### config.mk
export PLATFORM = sky130hd
export DESIGN_NAME = mem_arbiter
export DESIGN_NICKNAME = d
export VERILOG_FILES = /design/src/rtl/mem_arbiter.sv
export SDC_FILE = /design/constraint.sdc
export NUM_CORES = 1
export LEC_CHECK = 0
export CELL_PAD_IN_SITES_DETAIL_PLACEMENT = 1
export CELL_PAD_IN_SITES_GLOBAL_PLACEMENT = 1
export CORE_UTILIZATION = 31
export CTS_CLUSTER_DIAMETER = 80
export DETAILED_ROUTE_END_ITERATION = 6
export PLACE_DENSITY_LB_ADDON = 0.12
export SETUP_SLACK_MARGIN = 0.4
export SYNTH_ARGS = -nofsm -noshare
export SYNTH_HDL_FRONTEND = slang
export SYNTH_SLANG_ARGS = --single-unit
### constraint.sdc
create_clock -name clk -period 4 [get_ports clk]
set_input_delay 0.6 -clock clk [delete_from_list [all_inputs] [get_ports clk]]
set_output_delay 0.6 -clock clk [all_outputs]
set_load 0.05 [all_outputs]
### src/rtl/mem_arbiter.sv
// -----------------------------------------------------------------------------
// mem_arbiter
//
// Arbitrates an instruction-fetch requester and a data (load/store) requester
// onto a single unified memory port. One access is in flight at a time and
// every access takes exactly three cycles: grant (IDLE sample), memory cycle
// (DATA or FETCH), response cycle (RESP).
//
// Handshake: a requester raises req and holds it, together with its address
// and payload, until its ready output pulses for one cycle. Requests are only
// looked at in IDLE; the payload is latched on the grant edge, so later
// changes on the request inputs have no effect on the access in flight. A
// requester that still has req high in the IDLE cycle after its ready pulse
// is treated as a new request.
//
// Ports
//   clk, rst            clock, synchronous active-high reset
//   if_req/if_addr      fetch request and byte address
//   if_ready/if_inst    fetch done pulse, registered instruction (held)
//   d_req/d_we/d_addr/d_wdata/d_funct3
//                       data request: store flag, byte address, store data,
//                       RV32I load/store width code
//   d_ready/d_rdata/d_misalign
//                       data done pulse, registered load data, misalign flag
//   mem_read/mem_write/mem_addr/mem_wdata/mem_funct3
//                       memory port drive (idle = all zero)
//   mem_rdata/mem_inst  combinational memory load and fetch outputs
//   fsm_state           current arbiter state (0 IDLE, 1 DATA, 2 FETCH, 3 RESP)
// -----------------------------------------------------------------------------
module mem_arbiter #(
   parameter int ADDR_W = 9
) (
   input  logic              clk,
   input  logic              rst,
   input  logic              if_req,
   input  logic [ADDR_W-1:0] if_addr,
   output logic              if_ready,
   output logic [31:0]       if_inst,
   input  logic              d_req,
   input  logic              d_we,
   input  logic [ADDR_W-1:0] d_addr,
   input  logic [31:0]       d_wdata,
   input  logic [2:0]        d_funct3,
   output logic              d_ready,
   output logic [31:0]       d_rdata,
   output logic              d_misalign,
   output logic              mem_read,
   output logic              mem_write,
   output logic [ADDR_W-1:0] mem_addr,
   output logic [31:0]       mem_wdata,
   output logic [2:0]        mem_funct3,
   input  logic [31:0]       mem_rdata,
   input  logic [31:0]       mem_inst,
   output logic [1:0]        fsm_state
);

   typedef enum logic [1:0] {
      IDLE  = 2'd0,
      DATA  = 2'd1,
      FETCH = 2'd2,
      RESP  = 2'd3
   } state_t;

   state_t            state;
   logic              last_grant;    // 0 = data side served last, 1 = fetch side
   logic [ADDR_W-1:0] lat_addr;
   logic [31:0]       lat_wdata;
   logic [2:0]        lat_funct3;
   logic              lat_we;
   logic              lat_misalign;

   logic              grant_fetch;
   logic              grant_data;
   logic              req_misalign;
   logic              store_ok;

   // On a tie the side that was not served last wins, so neither requester
   // can starve the other.
   always_comb begin
      grant_fetch = 1'b0;
      grant_data  = 1'b0;
      if (if_req && d_req) begin
         grant_fetch = ~last_grant;
         grant_data  = last_grant;
      end else begin
         grant_fetch = if_req;
         grant_data  = d_req;
      end
   end

   // Halfwords need bit 0 clear, words need bits 1:0 clear; bytes and the
   // unused width codes are never misaligned.
   always_comb begin
      req_misalign = 1'b0;
      case (d_funct3)
         3'b001, 3'b101: req_misalign = d_addr[0];
         3'b010:         req_misalign = |d_addr[1:0];
         default:        req_misalign = 1'b0;
      endcase
   end

   // Only SB/SH/SW are real stores; other width codes complete without writing.
   assign store_ok = (lat_funct3 == 3'b000) || (lat_funct3 == 3'b001) ||
                     (lat_funct3 == 3'b010);

   // Memory port is a pure decode of state and latches. The strobes are
   // forced low during reset so a store caught mid-access never lands.
   always_comb begin
      mem_read   = 1'b0;
      mem_write  = 1'b0;
      mem_addr   = '0;
      mem_wdata  = '0;
      mem_funct3 = '0;
      case (state)
         DATA: begin
            mem_addr   = lat_addr;
            mem_funct3 = lat_funct3;
            mem_wdata  = lat_wdata;
            if (!lat_misalign) begin
               if (lat_we) mem_write = store_ok;
               else        mem_read  = 1'b1;
            end
         end
         FETCH: mem_addr = lat_addr;
         default: ;
      endcase
      if (rst) begin
         mem_read  = 1'b0;
         mem_write = 1'b0;
      end
   end

   always_ff @(posedge clk) begin
      if (rst) begin
         state        <= IDLE;
         last_grant   <= 1'b0;
         lat_addr     <= '0;
         lat_wdata    <= '0;
         lat_funct3   <= '0;
         lat_we       <= 1'b0;
         lat_misalign <= 1'b0;
         if_ready     <= 1'b0;
         if_inst      <= '0;
         d_ready      <= 1'b0;
         d_rdata      <= '0;
         d_misalign   <= 1'b0;
      end else begin
         if_ready   <= 1'b0;
         d_ready    <= 1'b0;
         d_misalign <= 1'b0;
         case (state)
            IDLE: begin
               if (grant_fetch) begin
                  state        <= FETCH;
                  last_grant   <= 1'b1;
                  lat_addr     <= if_addr;
                  lat_wdata    <= '0;
                  lat_funct3   <= '0;
                  lat_we       <= 1'b0;
                  lat_misalign <= 1'b0;
               end else if (grant_data) begin
                  state        <= DATA;
                  last_grant   <= 1'b0;
                  lat_addr     <= d_addr;
                  lat_wdata    <= d_wdata;
                  lat_funct3   <= d_funct3;
                  lat_we       <= d_we;
                  lat_misalign <= req_misalign;
               end
            end
            DATA: begin
               state      <= RESP;
               d_ready    <= 1'b1;
               d_misalign <= lat_misalign;
               d_rdata    <= (!lat_we && !lat_misalign) ? mem_rdata : 32'd0;
            end
            FETCH: begin
               state    <= RESP;
               if_ready <= 1'b1;
               if_inst  <= mem_inst;
            end
            RESP:    state <= IDLE;
            default: state <= IDLE;
         endcase
      end
   end

   assign fsm_state = state;

endmodule

==> impl_metrics.xml, run 1 <==
<?xml version="1.0" encoding="UTF-8"?>
<metrics>
  <group name="detailed_routing">
    <metric name="detail_route.wl_per_cell" unit="um">17.7</metric>
    <metric name="vias" unit="">4639</metric>
    <metric name="detail-route-antenna-nets" unit="">0</metric>
    <metric name="drtIter0Drc" unit="">241</metric>
    <metric name="drt-total-wl" unit="um">16800</metric>
    <metric name="drt_pass1_iterations" unit="">4</metric>
    <metric name="detail_route.drc_violations" unit="">0</metric>
    <metric name="routed_via_density" unit="">4.90</metric>
  </group>
  <group name="critical_path">
    <metric name="critical_path.cell_chain" unit="">inv_1 &gt; ha_2 &gt; buf_4 &gt; and2_1 &gt; clkdlybuf4s50_1</metric>
    <metric name="critPathLaunchType" unit="">register</metric>
    <metric name="worst-setup-path-type" unit="">reg -&gt; out</metric>
    <metric name="critical-path-top-delay-family" unit="">buffers and inverters</metric>
    <metric name="crit_path_top_delay_cell" unit="">sky130_fd_sc_hd__clkdlybuf4s50_1</metric>
    <metric name="critPathArrivalTime" unit="ns">2.57</metric>
    <metric name="buf_inv_stages_crit_path" unit="">3</metric>
    <metric name="r2r_start" unit="">fsm_state[0]</metric>
    <metric name="setup.worst_path.start" unit="">fsm_state[1]</metric>
    <metric name="crit_fanout" unit="">68</metric>
    <metric name="critical_path.max_stage_delay" unit="ns">0.80</metric>
    <metric name="critical_path.endpoint_type" unit="">primary output</metric>
    <metric name="critical_path_required" unit="ns">3.40</metric>
  </group>
  <group name="die">
    <metric name="top_level_ports" unit="">237</metric>
    <metric name="initial_core_util" unit="%">32.3</metric>
    <metric name="die_area" unit="mm^2">0.0159</metric>
    <metric name="chipWidth" unit="um">126</metric>
    <metric name="row_count" unit="">44</metric>
    <metric name="die_height" unit="um">126</metric>
    <metric name="core_region_area" unit="mm^2">0.0148</metric>
  </group>
  <group name="finish">
    <metric name="finalInstanceArea" unit="mm^2">0.00778</metric>
    <metric name="insertedDiodeCount" unit="">0</metric>
    <metric name="synthToLayoutAreaGrowth" unit="%">63.5</metric>
    <metric name="fraction_of_the_core_area_covered_by_cells_at_the_end_of_the_flow" unit="%">52.7</metric>
    <metric name="design.final.nets" unit="">874</metric>
    <metric name="post_route_cells_drive_above_1_share" unit="%">6.17</metric>
    <metric name="final.fill_count" unit="">1641</metric>
    <metric name="layout_commonest_cell" unit="">sky130_fd_sc_hd__clkdlybuf4s50_1</metric>
    <metric name="layout.cells.most_common_list" unit="">sky130_fd_sc_hd__clkdlybuf4s50_1 (234), sky130_fd_sc_hd__dfxtp_1 (116), sky130_fd_sc_hd__a21oi_1 (71)</metric>
  </group>
  <group name="sta">
    <metric name="finalSetupViolCount" unit="">0</metric>
    <metric name="final_worst_clock_skew" unit="ns">0.00561</metric>
    <metric name="timing_max_transition_violations_final" unit="">0</metric>
    <metric name="totalNegativeSetupSlack" unit="ns">0</metric>
    <metric name="max_freq" unit="MHz">315</metric>
    <metric name="finalHoldViolations" unit="">0</metric>
    <metric name="worst_slew_margin_relative_to_its_limit" unit="%">30.6</metric>
    <metric name="tightestPinTransition" unit="ns">1.04</metric>
    <metric name="final_critical_path_setup_slack" unit="ns">0.826</metric>
    <metric name="layout_min_cycle_time" unit="ns">3.17</metric>
    <metric name="rsz0062_at_grt" unit="">no</metric>
    <metric name="post-route-period-util" unit="%">79.3</metric>
  </group>
  <group name="placement">
    <metric name="placed_area" unit="mm^2">0.00715</metric>
    <metric name="dpl_hpwl" unit="um">11400</metric>
    <metric name="globalplace.congestion" unit="">0.761</metric>
    <metric name="numPortBuffers" unit="">236</metric>
    <metric name="preCtsSetupSlack" unit="ns">1.11</metric>
  </group>
  <group name="global_route">
    <metric name="globalRouteOverflowTotal" unit="">0</metric>
    <metric name="grt_antenna_before_repair" unit="">0</metric>
    <metric name="first_global_vias" unit="">5038</metric>
    <metric name="pin_count_of_the_biggest_net_entering_global_routing" unit="">72</metric>
    <metric name="grt_pass1_wl" unit="um">26400</metric>
    <metric name="groute.usage.overall" unit="%">21.3</metric>
  </group>
  <group name="pwr">
    <metric name="total_switching_power" unit="uW">1330</metric>
    <metric name="finalPower" unit="uW">4110</metric>
    <metric name="power_density" unit="mW/mm^2">528</metric>
    <metric name="ir_drop" unit="uV">333</metric>
    <metric name="power_report.internal_total" unit="uW">2780</metric>
    <metric name="p_leak" unit="uW">0.00285</metric>
    <metric name="switching_share" unit="%">32.3</metric>
    <metric name="power_frac_seq" unit="%">32.7</metric>
    <metric name="power_frac_clock" unit="%">39.0</metric>
    <metric name="part_of_the_total_power_dissipated_in_combinational_logic" unit="%">28.3</metric>
  </group>
  <group name="yosys">
    <metric name="avgSynthCellArea" unit="um^2">8.86</metric>
    <metric name="synth_top_area_share" unit="%">48.8</metric>
    <metric name="yosys.cell_types.count" unit="">29</metric>
    <metric name="synth.yosys.seq_area_share" unit="%">48.8</metric>
    <metric name="synthesis.instances" unit="">537</metric>
    <metric name="synth_top_family_by_area" unit="">simple AND/OR/NAND/NOR gates</metric>
    <metric name="synth_fp_nets" unit="">662</metric>
    <metric name="postSynthRegisterBits" unit="">116</metric>
    <metric name="synth-adder-area-share" unit="%">0.789</metric>
    <metric name="ys_top_cells_by_area" unit="">sky130_fd_sc_hd__dfxtp_1 (49%), sky130_fd_sc_hd__a21oi_1 (7.5%), sky130_fd_sc_hd__mux2i_1 (6.7%), sky130_fd_sc_hd__and2_1 (5.9%), sky130_fd_sc_hd__nor2_1 (5.1%)</metric>
    <metric name="synth.area.mux_share" unit="%">6.97</metric>
    <metric name="synthesis.area" unit="mm^2">0.00476</metric>
    <metric name="synthDominantAreaCellType" unit="">sky130_fd_sc_hd__dfxtp_1</metric>
    <metric name="post_synth_and_or_nand_nor_area_fraction" unit="%">26.1</metric>
    <metric name="synth.yosys.warnings" unit="">0</metric>
    <metric name="synth_compound_area_share" unit="%">11.8</metric>
    <metric name="synth_xor_xnor_area_share" unit="%">0</metric>
  </group>
  <group name="min_path">
    <metric name="min_from" unit="">lat_wdata[15]</metric>
    <metric name="worst_hold_path_type" unit="">reg -&gt; reg</metric>
  </group>
  <group name="clock_network">
    <metric name="cts_inserted_buffers" unit="">17</metric>
    <metric name="number_of_levels_the_h_tree_was_split_into" unit="">4</metric>
    <metric name="clock_tree_from_tritoncts" unit="">yes</metric>
    <metric name="clock_tree.root_cell" unit="">sky130_fd_sc_hd__clkbuf_16</metric>
    <metric name="skew_pair_late_insertion_delay" unit="ns">0.41</metric>
    <metric name="hold_buffers" unit="">0</metric>
    <metric name="clock_tree_sinks" unit="">116</metric>
    <metric name="cts_repair_resize_count" unit="">0</metric>
    <metric name="post-cts-setup-buffer-count" unit="">0</metric>
    <metric name="cts-root-to-sink-buffers" unit="">2</metric>
    <metric name="clk_transition_reported_paths" unit="ns">0.05</metric>
  </group>
  <group name="run">
    <metric name="max-cap-violations" unit="">0</metric>
  </group>
  <group name="outcome">
    <metric name="status" unit="">finished clean</metric>
  </group>
</metrics>
## layer usage
metal	GRT usage [%]	up-vias	wire, um
li1	-	2243	-
met1	22.8	2238	6670
met2	38.4	147	8530
met3	8.96	11	1430
met4	5.17	0	120
met5	0	-	0
## flip-flops by register name, summed over array words and instances (netlist names)
name          count
fsm_state         2
if_ready          1
lat_wdata        32
lat_funct3        3
lat_misalign      1
lat_addr          9
d_misalign        1
d_rdata          32
d_ready           1
if_inst          32
last_grant        1
lat_we            1
## power by group through the flow
| stage | Clock [uW] | Sequential (uW) | Combinational (uW) |
|---|---|---|---|
| 2_1_floorplan | 0 | 1610 | 503 |
| 6_report | 1600 | 1340 | 1160 |
| 5_1_grt | 1690 | 1360 | 1240 |
| 3_3_place_gp | 0 | 1360 | 1140 |
| 3_5_place_dp | 0 | 1370 | 1170 |
| 4_1_cts | 1630 | 1350 | 1170 |
## synthesized netlist by cell type, drive strengths merged
| cell | instances |
|---|---|
| a311oi | 1 |
| a21oi | 71 |
| and2 | 45 |
| o21a | 2 |
| a22oi | 1 |
| mux2i | 32 |
| nor2b | 36 |
| ha | 3 |
| o21ai | 11 |
| nand4 | 36 |
| inv | 3 |
| nor2 | 65 |
| o211ai | 1 |
| a211oi | 1 |
| nand2 | 38 |
| dfxtp | 116 |
| a32oi | 9 |
| mux2 | 1 |
| nand3b | 9 |
| buf | 27 |
| nor3b | 4 |
| clkbuf | 21 |
| nand2b | 3 |
| a21boi | 1 |
## worst register-to-register path, cell delays in order, from the launching register on
cell,delay (ns)
sky130_fd_sc_hd__dfxtp_1,0.34
sky130_fd_sc_hd__inv_1,0.10
sky130_fd_sc_hd__ha_2,0.75
sky130_fd_sc_hd__o21ai_4,0.42
sky130_fd_sc_hd__buf_4,0.34
sky130_fd_sc_hd__nand2_1,0.10
sky130_fd_sc_hd__a21oi_1,0.06
## cell type report
type                    count  area, um^2  area share, %
multi-input cells         370        2200           28.2
clock inverters             9         123           1.58
flip-flops and latches    116        2320           29.8
well taps                 184         230           2.96
clock buffers              23         508           6.53
repair buffers            241        2390           30.7
inverters                   3        11.3          0.145
## kinds of logic (layout without fill, tap and decap cells)
kind of cell / Yosys count / count (layout)
adders and majority gates: 3 / 3
muxes: 33 / 33
AOI/OAI and AO/OA: 98 / 98
DFF: 116 / 116
buffers and inverters: 51 / 276
and+or+nand+nor: 236 / 236
## metrics by stage
step                      hold slack, ns  instances
after global placement             0.436        914
after detailed placement           0.445        914
final                              0.451        946
after floorplan                    0.427        537
after CTS                          0.452        946
after global routing               0.473        946
## path summary, 6_finish.rpt
path                    to  slack [ns]  cells past startpoint
max           mem_wdata[8]        0.83                      5
min          lat_wdata[15]        0.45                      2
max reg2reg  lat_wdata[18]        1.72                      6
min reg2reg  lat_wdata[15]        0.45                      2
No activity file was read; power rests on OpenSTA's default activity.
==> inputs of run 2 (changes only) <==
CORE_UTILIZATION = 29   (was 31)
clock period = 3.2 ns   (was 4 ns; I/O delays follow)
==> impl_metrics.xml, run 2 (synthesized netlist as in run 1, its figures left out) <==
<?xml version="1.0" encoding="UTF-8"?>
<metrics>
  <group name="outcome">
    <metric name="status" unit="">finished clean</metric>
  </group>
  <group name="clock_network">
    <metric name="hold_buffers" unit="">0</metric>
    <metric name="clock_tree.root_cell" unit="">sky130_fd_sc_hd__clkbuf_16</metric>
    <metric name="cts_repair_resize_count" unit="">38</metric>
    <metric name="skew_pair_late_insertion_delay" unit="ns">0.41</metric>
    <metric name="clock_tree_from_tritoncts" unit="">yes</metric>
    <metric name="post-cts-setup-buffer-count" unit="">0</metric>
    <metric name="cts_inserted_buffers" unit="">17</metric>
    <metric name="clock_tree_sinks" unit="">116</metric>
    <metric name="clk_transition_reported_paths" unit="ns">0.05</metric>
    <metric name="cts-root-to-sink-buffers" unit="">2</metric>
    <metric name="number_of_levels_the_h_tree_was_split_into" unit="">4</metric>
  </group>
  <group name="critical_path">
    <metric name="critical_path_required" unit="ns">2.72</metric>
    <metric name="crit_fanout" unit="">17</metric>
    <metric name="worst-setup-path-type" unit="">reg -&gt; out</metric>
    <metric name="critPathArrivalTime" unit="ns">2.20</metric>
    <metric name="critPathLaunchType" unit="">register</metric>
    <metric name="critical_path.endpoint_type" unit="">primary output</metric>
  </group>
  <group name="detailed_routing">
    <metric name="dr_wl_met3" unit="um">1380</metric>
    <metric name="routed_via_density" unit="">4.70</metric>
    <metric name="detail-route-antenna-nets" unit="">0</metric>
    <metric name="drt_pass1_iterations" unit="">4</metric>
    <metric name="detail_route.wl_per_cell" unit="um">16.4</metric>
    <metric name="detail_route.drc_violations" unit="">0</metric>
    <metric name="drt-total-wl" unit="um">16100</metric>
    <metric name="route.layer.met1.wl" unit="um">6530</metric>
    <metric name="vias" unit="">4612</metric>
    <metric name="drtIter0Drc" unit="">168</metric>
    <metric name="route.met2.wl" unit="um">7950</metric>
    <metric name="topRoutingLayerUsed" unit="">met4</metric>
  </group>
  <group name="finish">
    <metric name="reg_top3" unit="">d_rdata: 32 flops, if_inst: 32 flops, lat_wdata: 32 flops</metric>
    <metric name="synthToLayoutAreaGrowth" unit="%">62.1</metric>
    <metric name="layout_commonest_cell" unit="">sky130_fd_sc_hd__clkdlybuf4s50_1</metric>
    <metric name="insertedDiodeCount" unit="">0</metric>
    <metric name="layout.cells.most_common_list" unit="">sky130_fd_sc_hd__clkdlybuf4s50_1 (189), sky130_fd_sc_hd__dfxtp_1 (116), sky130_fd_sc_hd__a21oi_1 (71)</metric>
    <metric name="fraction_of_the_core_area_covered_by_cells_at_the_end_of_the_flow" unit="%">48.4</metric>
    <metric name="design.final.nets" unit="">877</metric>
    <metric name="final.fill_count" unit="">1815</metric>
    <metric name="post_route_cells_drive_above_1_share" unit="%">10.7</metric>
  </group>
  <group name="min_path">
    <metric name="worst_hold_path_type" unit="">in -&gt; reg</metric>
  </group>
  <group name="die">
    <metric name="chipWidth" unit="um">130</metric>
    <metric name="row_count" unit="">46</metric>
    <metric name="initial_core_util" unit="%">29.9</metric>
    <metric name="die_area" unit="mm^2">0.0169</metric>
    <metric name="top_level_ports" unit="">237</metric>
    <metric name="core_region_area" unit="mm^2">0.0159</metric>
    <metric name="die_height" unit="um">130</metric>
  </group>
  <group name="sta">
    <metric name="timing_max_transition_violations_final" unit="">0</metric>
    <metric name="final_worst_clock_skew" unit="ns">0.00812</metric>
    <metric name="totalNegativeSetupSlack" unit="ns">0</metric>
    <metric name="max_freq" unit="MHz">373</metric>
    <metric name="layout_min_cycle_time" unit="ns">2.68</metric>
    <metric name="worst_slew_margin_relative_to_its_limit" unit="%">31.3</metric>
    <metric name="finalHoldViolations" unit="">0</metric>
    <metric name="finalSetupViolCount" unit="">0</metric>
    <metric name="holdWs" unit="ns">0.443</metric>
    <metric name="tightestPinTransition" unit="ns">1.03</metric>
    <metric name="post-route-period-util" unit="%">83.8</metric>
    <metric name="rsz0062_at_grt" unit="">no</metric>
  </group>
  <group name="global_route">
    <metric name="pin_count_of_the_biggest_net_entering_global_routing" unit="">87</metric>
    <metric name="grt_pass1_wl" unit="um">24800</metric>
    <metric name="groute.usage.overall" unit="%">19.1</metric>
    <metric name="globalRouteOverflowTotal" unit="">0</metric>
    <metric name="grt_antenna_before_repair" unit="">0</metric>
    <metric name="first_global_vias" unit="">4880</metric>
  </group>
  <group name="pwr">
    <metric name="power_density" unit="mW/mm^2">678</metric>
    <metric name="ir_drop" unit="uV">441</metric>
    <metric name="p_leak" unit="uW">0.00306</metric>
    <metric name="finalPower" unit="uW">5230</metric>
  </group>
  <group name="run">
    <metric name="max-cap-violations" unit="">0</metric>
  </group>
  <group name="placement">
    <metric name="numPortBuffers" unit="">236</metric>
    <metric name="dpl_hpwl" unit="um">11200</metric>
    <metric name="globalplace.congestion" unit="">0.741</metric>
  </group>
</metrics>
-- run 2: metrics by stage --
stage / setup WS (ns) / cell area (um^2) / cells
5_1_grt: 0.404 / 7720 / 981
6_report: 0.518 / 7720 / 981
2_1_floorplan: 0.400 / 4760 / 537
3_5_place_dp: 0.551 / 7210 / 949
3_3_place_gp: 0.664 / 7210 / 949
4_1_cts: 0.393 / 7830 / 981
-- run 2: power by group --
| part | switching, uW | total (uW) | internal (uW) |
|---|---|---|---|
| Sequential | 82.1 | 1680 | 1600 |
| Clock | 653 | 2110 | 1460 |
| Combinational | 905 | 1440 | 535 |
| Total | 1640 | 5230 | 3590 |
-- run 2: critical path, cell delays in order, from the launching register on --
cell                              delay [ns]
sky130_fd_sc_hd__dfxtp_1                0.34
sky130_fd_sc_hd__inv_1                  0.09
sky130_fd_sc_hd__ha_2                   0.38
sky130_fd_sc_hd__and2_1                 0.19
sky130_fd_sc_hd__clkdlybuf4s50_1        0.80
-- run 2: layer usage --
| layer | GRT usage, % | vias to the layer above |
|---|---|---|
| li1 | - | 2256 |
| met1 | 21.4 | 2190 |
| met2 | 33.1 | 149 |
| met3 | 7.75 | 17 |
| met4 | 5.81 | 0 |
| met5 | 0 | - |
-- run 2: final cells by class --
class | instances | area (um^2) | area share [%]
clock inverter | 9 | 173 | 2.24
clock buffer | 23 | 488 | 6.32
tap | 216 | 270 | 3.50
timing repair buffer | 244 | 2260 | 29.2
multi-input combinational | 370 | 2200 | 28.5
sequential | 116 | 2320 | 30.1
inverter | 3 | 11.3 | 0.146
-- run 2: final timing paths --
check	from	end	slack, ns	cells after the start
max	fsm_state[1]	mem_wdata[28]	0.52	4
min	rst	d_rdata[5]	0.44	2
max reg2reg	fsm_state[1]	d_rdata[16]	1.30	6
min reg2reg	lat_wdata[6]	lat_wdata[6]	0.45	2
==> inputs of run 3 (changes only) <==
CORE_UTILIZATION = 26   (was 29)
clock period = 2.2 ns   (was 3.2 ns; I/O delays follow)
==> impl_metrics.xml, run 3 (synthesized netlist as in run 1, its figures left out) <==
<?xml version="1.0" encoding="UTF-8"?>
<metrics>
  <group name="critical_path">
    <metric name="critical_path.endpoint_type" unit="">primary output</metric>
    <metric name="critical_path_required" unit="ns">1.87</metric>
    <metric name="critical_path.max_stage_delay" unit="ns">0.35</metric>
    <metric name="crit_path_top_delay_cell" unit="">sky130_fd_sc_hd__dfxtp_4</metric>
    <metric name="critPathArrivalTime" unit="ns">1.59</metric>
    <metric name="worst-setup-path-type" unit="">reg -&gt; out</metric>
    <metric name="critPathLaunchType" unit="">register</metric>
    <metric name="critical_path.cell_chain" unit="">inv_4 &gt; ha_4 &gt; nor2b_4 &gt; nor3b_4 &gt; buf_12</metric>
    <metric name="crit_fanout" unit="">4</metric>
  </group>
  <group name="finish">
    <metric name="final.fill_count" unit="">1970</metric>
    <metric name="layout_commonest_cell" unit="">sky130_fd_sc_hd__clkdlybuf4s50_1</metric>
    <metric name="layout.cells.most_common_list" unit="">sky130_fd_sc_hd__clkdlybuf4s50_1 (119), sky130_fd_sc_hd__dfxtp_1 (114), sky130_fd_sc_hd__a21oi_1 (69), sky130_fd_sc_hd__dlygate4sd2_1 (69), sky130_fd_sc_hd__nor2_1 (65)</metric>
    <metric name="ff_latch_area" unit="mm^2">0.00233</metric>
    <metric name="fraction_of_the_core_area_covered_by_cells_at_the_end_of_the_flow" unit="%">47.9</metric>
    <metric name="total_area_of_multi_input_combinational_cells" unit="mm^2">0.00236</metric>
    <metric name="reg_top3" unit="">d_rdata: 32 flops, if_inst: 32 flops, lat_wdata: 32 flops</metric>
    <metric name="post_route_cells_drive_above_1_share" unit="%">21.3</metric>
    <metric name="insertedDiodeCount" unit="">0</metric>
    <metric name="synthToLayoutAreaGrowth" unit="%">80.8</metric>
    <metric name="design.final.nets" unit="">895</metric>
  </group>
  <group name="global_route">
    <metric name="groute.usage.overall" unit="%">18.4</metric>
    <metric name="first_global_vias" unit="">4999</metric>
    <metric name="grt_antenna_before_repair" unit="">2</metric>
    <metric name="pin_count_of_the_biggest_net_entering_global_routing" unit="">52</metric>
    <metric name="grt_pass1_wl" unit="um">26200</metric>
    <metric name="globalRouteOverflowTotal" unit="">0</metric>
  </group>
  <group name="sta">
    <metric name="holdWs" unit="ns">0.301</metric>
    <metric name="final_critical_path_setup_slack" unit="ns">0.275</metric>
    <metric name="layout_min_cycle_time" unit="ns">1.92</metric>
    <metric name="tightestPinTransition" unit="ns">0.608</metric>
    <metric name="finalHoldViolations" unit="">0</metric>
    <metric name="rsz0062_at_grt" unit="">yes</metric>
    <metric name="finalSetupViolCount" unit="">0</metric>
    <metric name="timing_max_transition_violations_final" unit="">0</metric>
    <metric name="post-route-period-util" unit="%">87.5</metric>
    <metric name="worst_slew_margin_relative_to_its_limit" unit="%">59.6</metric>
    <metric name="max_freq" unit="MHz">520</metric>
    <metric name="final_worst_clock_skew" unit="ns">0.00665</metric>
    <metric name="totalNegativeSetupSlack" unit="ns">0</metric>
  </group>
  <group name="die">
    <metric name="die_height" unit="um">137</metric>
    <metric name="core_region_area" unit="mm^2">0.0180</metric>
    <metric name="top_level_ports" unit="">237</metric>
    <metric name="initial_core_util" unit="%">26.5</metric>
    <metric name="die_area" unit="mm^2">0.0189</metric>
    <metric name="chipWidth" unit="um">137</metric>
    <metric name="row_count" unit="">49</metric>
  </group>
  <group name="detailed_routing">
    <metric name="route.met2.wl" unit="um">8820</metric>
    <metric name="detail_route.drc_violations" unit="">0</metric>
    <metric name="drt-total-wl" unit="um">17400</metric>
    <metric name="vias" unit="">4750</metric>
    <metric name="detail_route.wl_per_cell" unit="um">17.2</metric>
    <metric name="drt_pass1_iterations" unit="">4</metric>
    <metric name="drtIter0Drc" unit="">126</metric>
    <metric name="dr_wl_met3" unit="um">1440</metric>
    <metric name="detail-route-antenna-nets" unit="">0</metric>
    <metric name="routed_via_density" unit="">4.69</metric>
    <metric name="topRoutingLayerUsed" unit="">met5</metric>
    <metric name="route.layer.met1.wl" unit="um">6910</metric>
  </group>
  <group name="clock_network">
    <metric name="hold_buffers" unit="">0</metric>
    <metric name="cts-root-to-sink-buffers" unit="">2</metric>
    <metric name="clk_transition_reported_paths" unit="ns">0.06</metric>
    <metric name="number_of_levels_the_h_tree_was_split_into" unit="">4</metric>
    <metric name="clock_tree_sinks" unit="">116</metric>
    <metric name="skew_pair_late_insertion_delay" unit="ns">0.42</metric>
    <metric name="clock_tree.root_cell" unit="">sky130_fd_sc_hd__clkbuf_16</metric>
    <metric name="clock_tree_from_tritoncts" unit="">yes</metric>
    <metric name="cts_inserted_buffers" unit="">17</metric>
  </group>
  <group name="placement">
    <metric name="dpl_hpwl" unit="um">11900</metric>
    <metric name="globalplace.congestion" unit="">0.735</metric>
    <metric name="numPortBuffers" unit="">236</metric>
    <metric name="preCtsSetupSlack" unit="ns">0.227</metric>
  </group>
  <group name="run">
    <metric name="max-cap-violations" unit="">0</metric>
  </group>
  <group name="pwr">
    <metric name="p_leak" unit="uW">0.00354</metric>
    <metric name="power_density" unit="mW/mm^2">876</metric>
    <metric name="ir_drop" unit="uV">567</metric>
  </group>
  <group name="outcome">
    <metric name="status" unit="">finished clean</metric>
  </group>
  <group name="min_path">
    <metric name="worst_hold_path_type" unit="">in -&gt; reg</metric>
  </group>
</metrics>
run 3: cell types whose count changed in the layout (fill, tap and decap cells not counted), moves of 11 or more:
cell and delta:
sky130_fd_sc_hd__buf_8 +11, sky130_fd_sc_hd__clkdlybuf4s50_1 -70, sky130_fd_sc_hd__and2_1 -44, sky130_fd_sc_hd__clkbuf_2 -34
sky130_fd_sc_hd__buf_12 +43, sky130_fd_sc_hd__dlygate4sd2_1 +65, sky130_fd_sc_hd__and2_4 +44
run 3: layer usage:
metal	GRT usage, %	up-vias
met4	6.72	2
li1	-	2291
met2	31.7	159
met5	0	-
met1	20.3	2279
met3	7.43	19
run 3: path summary, 6_finish.rpt:
kind	slack [ns]	cells past startpoint	endpoint	from
hold reg to reg	0.45	2	lat_wdata[24]	lat_wdata[24]
setup reg to reg	0.47	9	d_rdata[0]	fsm_state[1]
setup / recovery	0.28	5	mem_write	fsm_state[1]
hold / removal	0.30	2	d_rdata[9]	rst
run 3: report_power, final:
part / switching, uW / leakage (uW) / internal (uW)
Combinational: 1430 / 0.00234 / 1010
Sequential: 123 / 0.000947 / 2320
Clock: 1070 / 0.000257 / 1590
run 3: what timing repair did:
item / CTS / global route
resized for setup: 116 / 38
gates cloned: 2 / 2
pin swaps: 9 / 1
setup endpoints to repair: 147 / 61
setup buffers: 6 / 3
run 3: cell type report:
type / instances / share of cell area (%)
clock buffers: 18 / 5.10
clock inverters: 14 / 1.53
inverters: 3 / 0.189
multi-input cells: 370 / 27.5
flip-flops and latches: 116 / 27.1
well taps: 229 / 3.33
repair buffers: 262 / 35.3
run 3: critical path: cells and delay by family, from the launching register on:
kind	cells	cell delay, ns
buffers and inverters	2	0.24
adder cells (fa/ha/maj)	1	0.15
AND/OR/NAND/NOR	2	0.43
flip-flops	1	0.35
run 3: metrics by stage:
stage,cells,power [uW],instance area [um^2]
after global routing,1012,7890,8610
after detailed placement,967,4710,7710
after CTS,1007,7550,8470
after floorplan,537,3850,4820
final,1012,7540,8610
after global placement,967,4660,7710
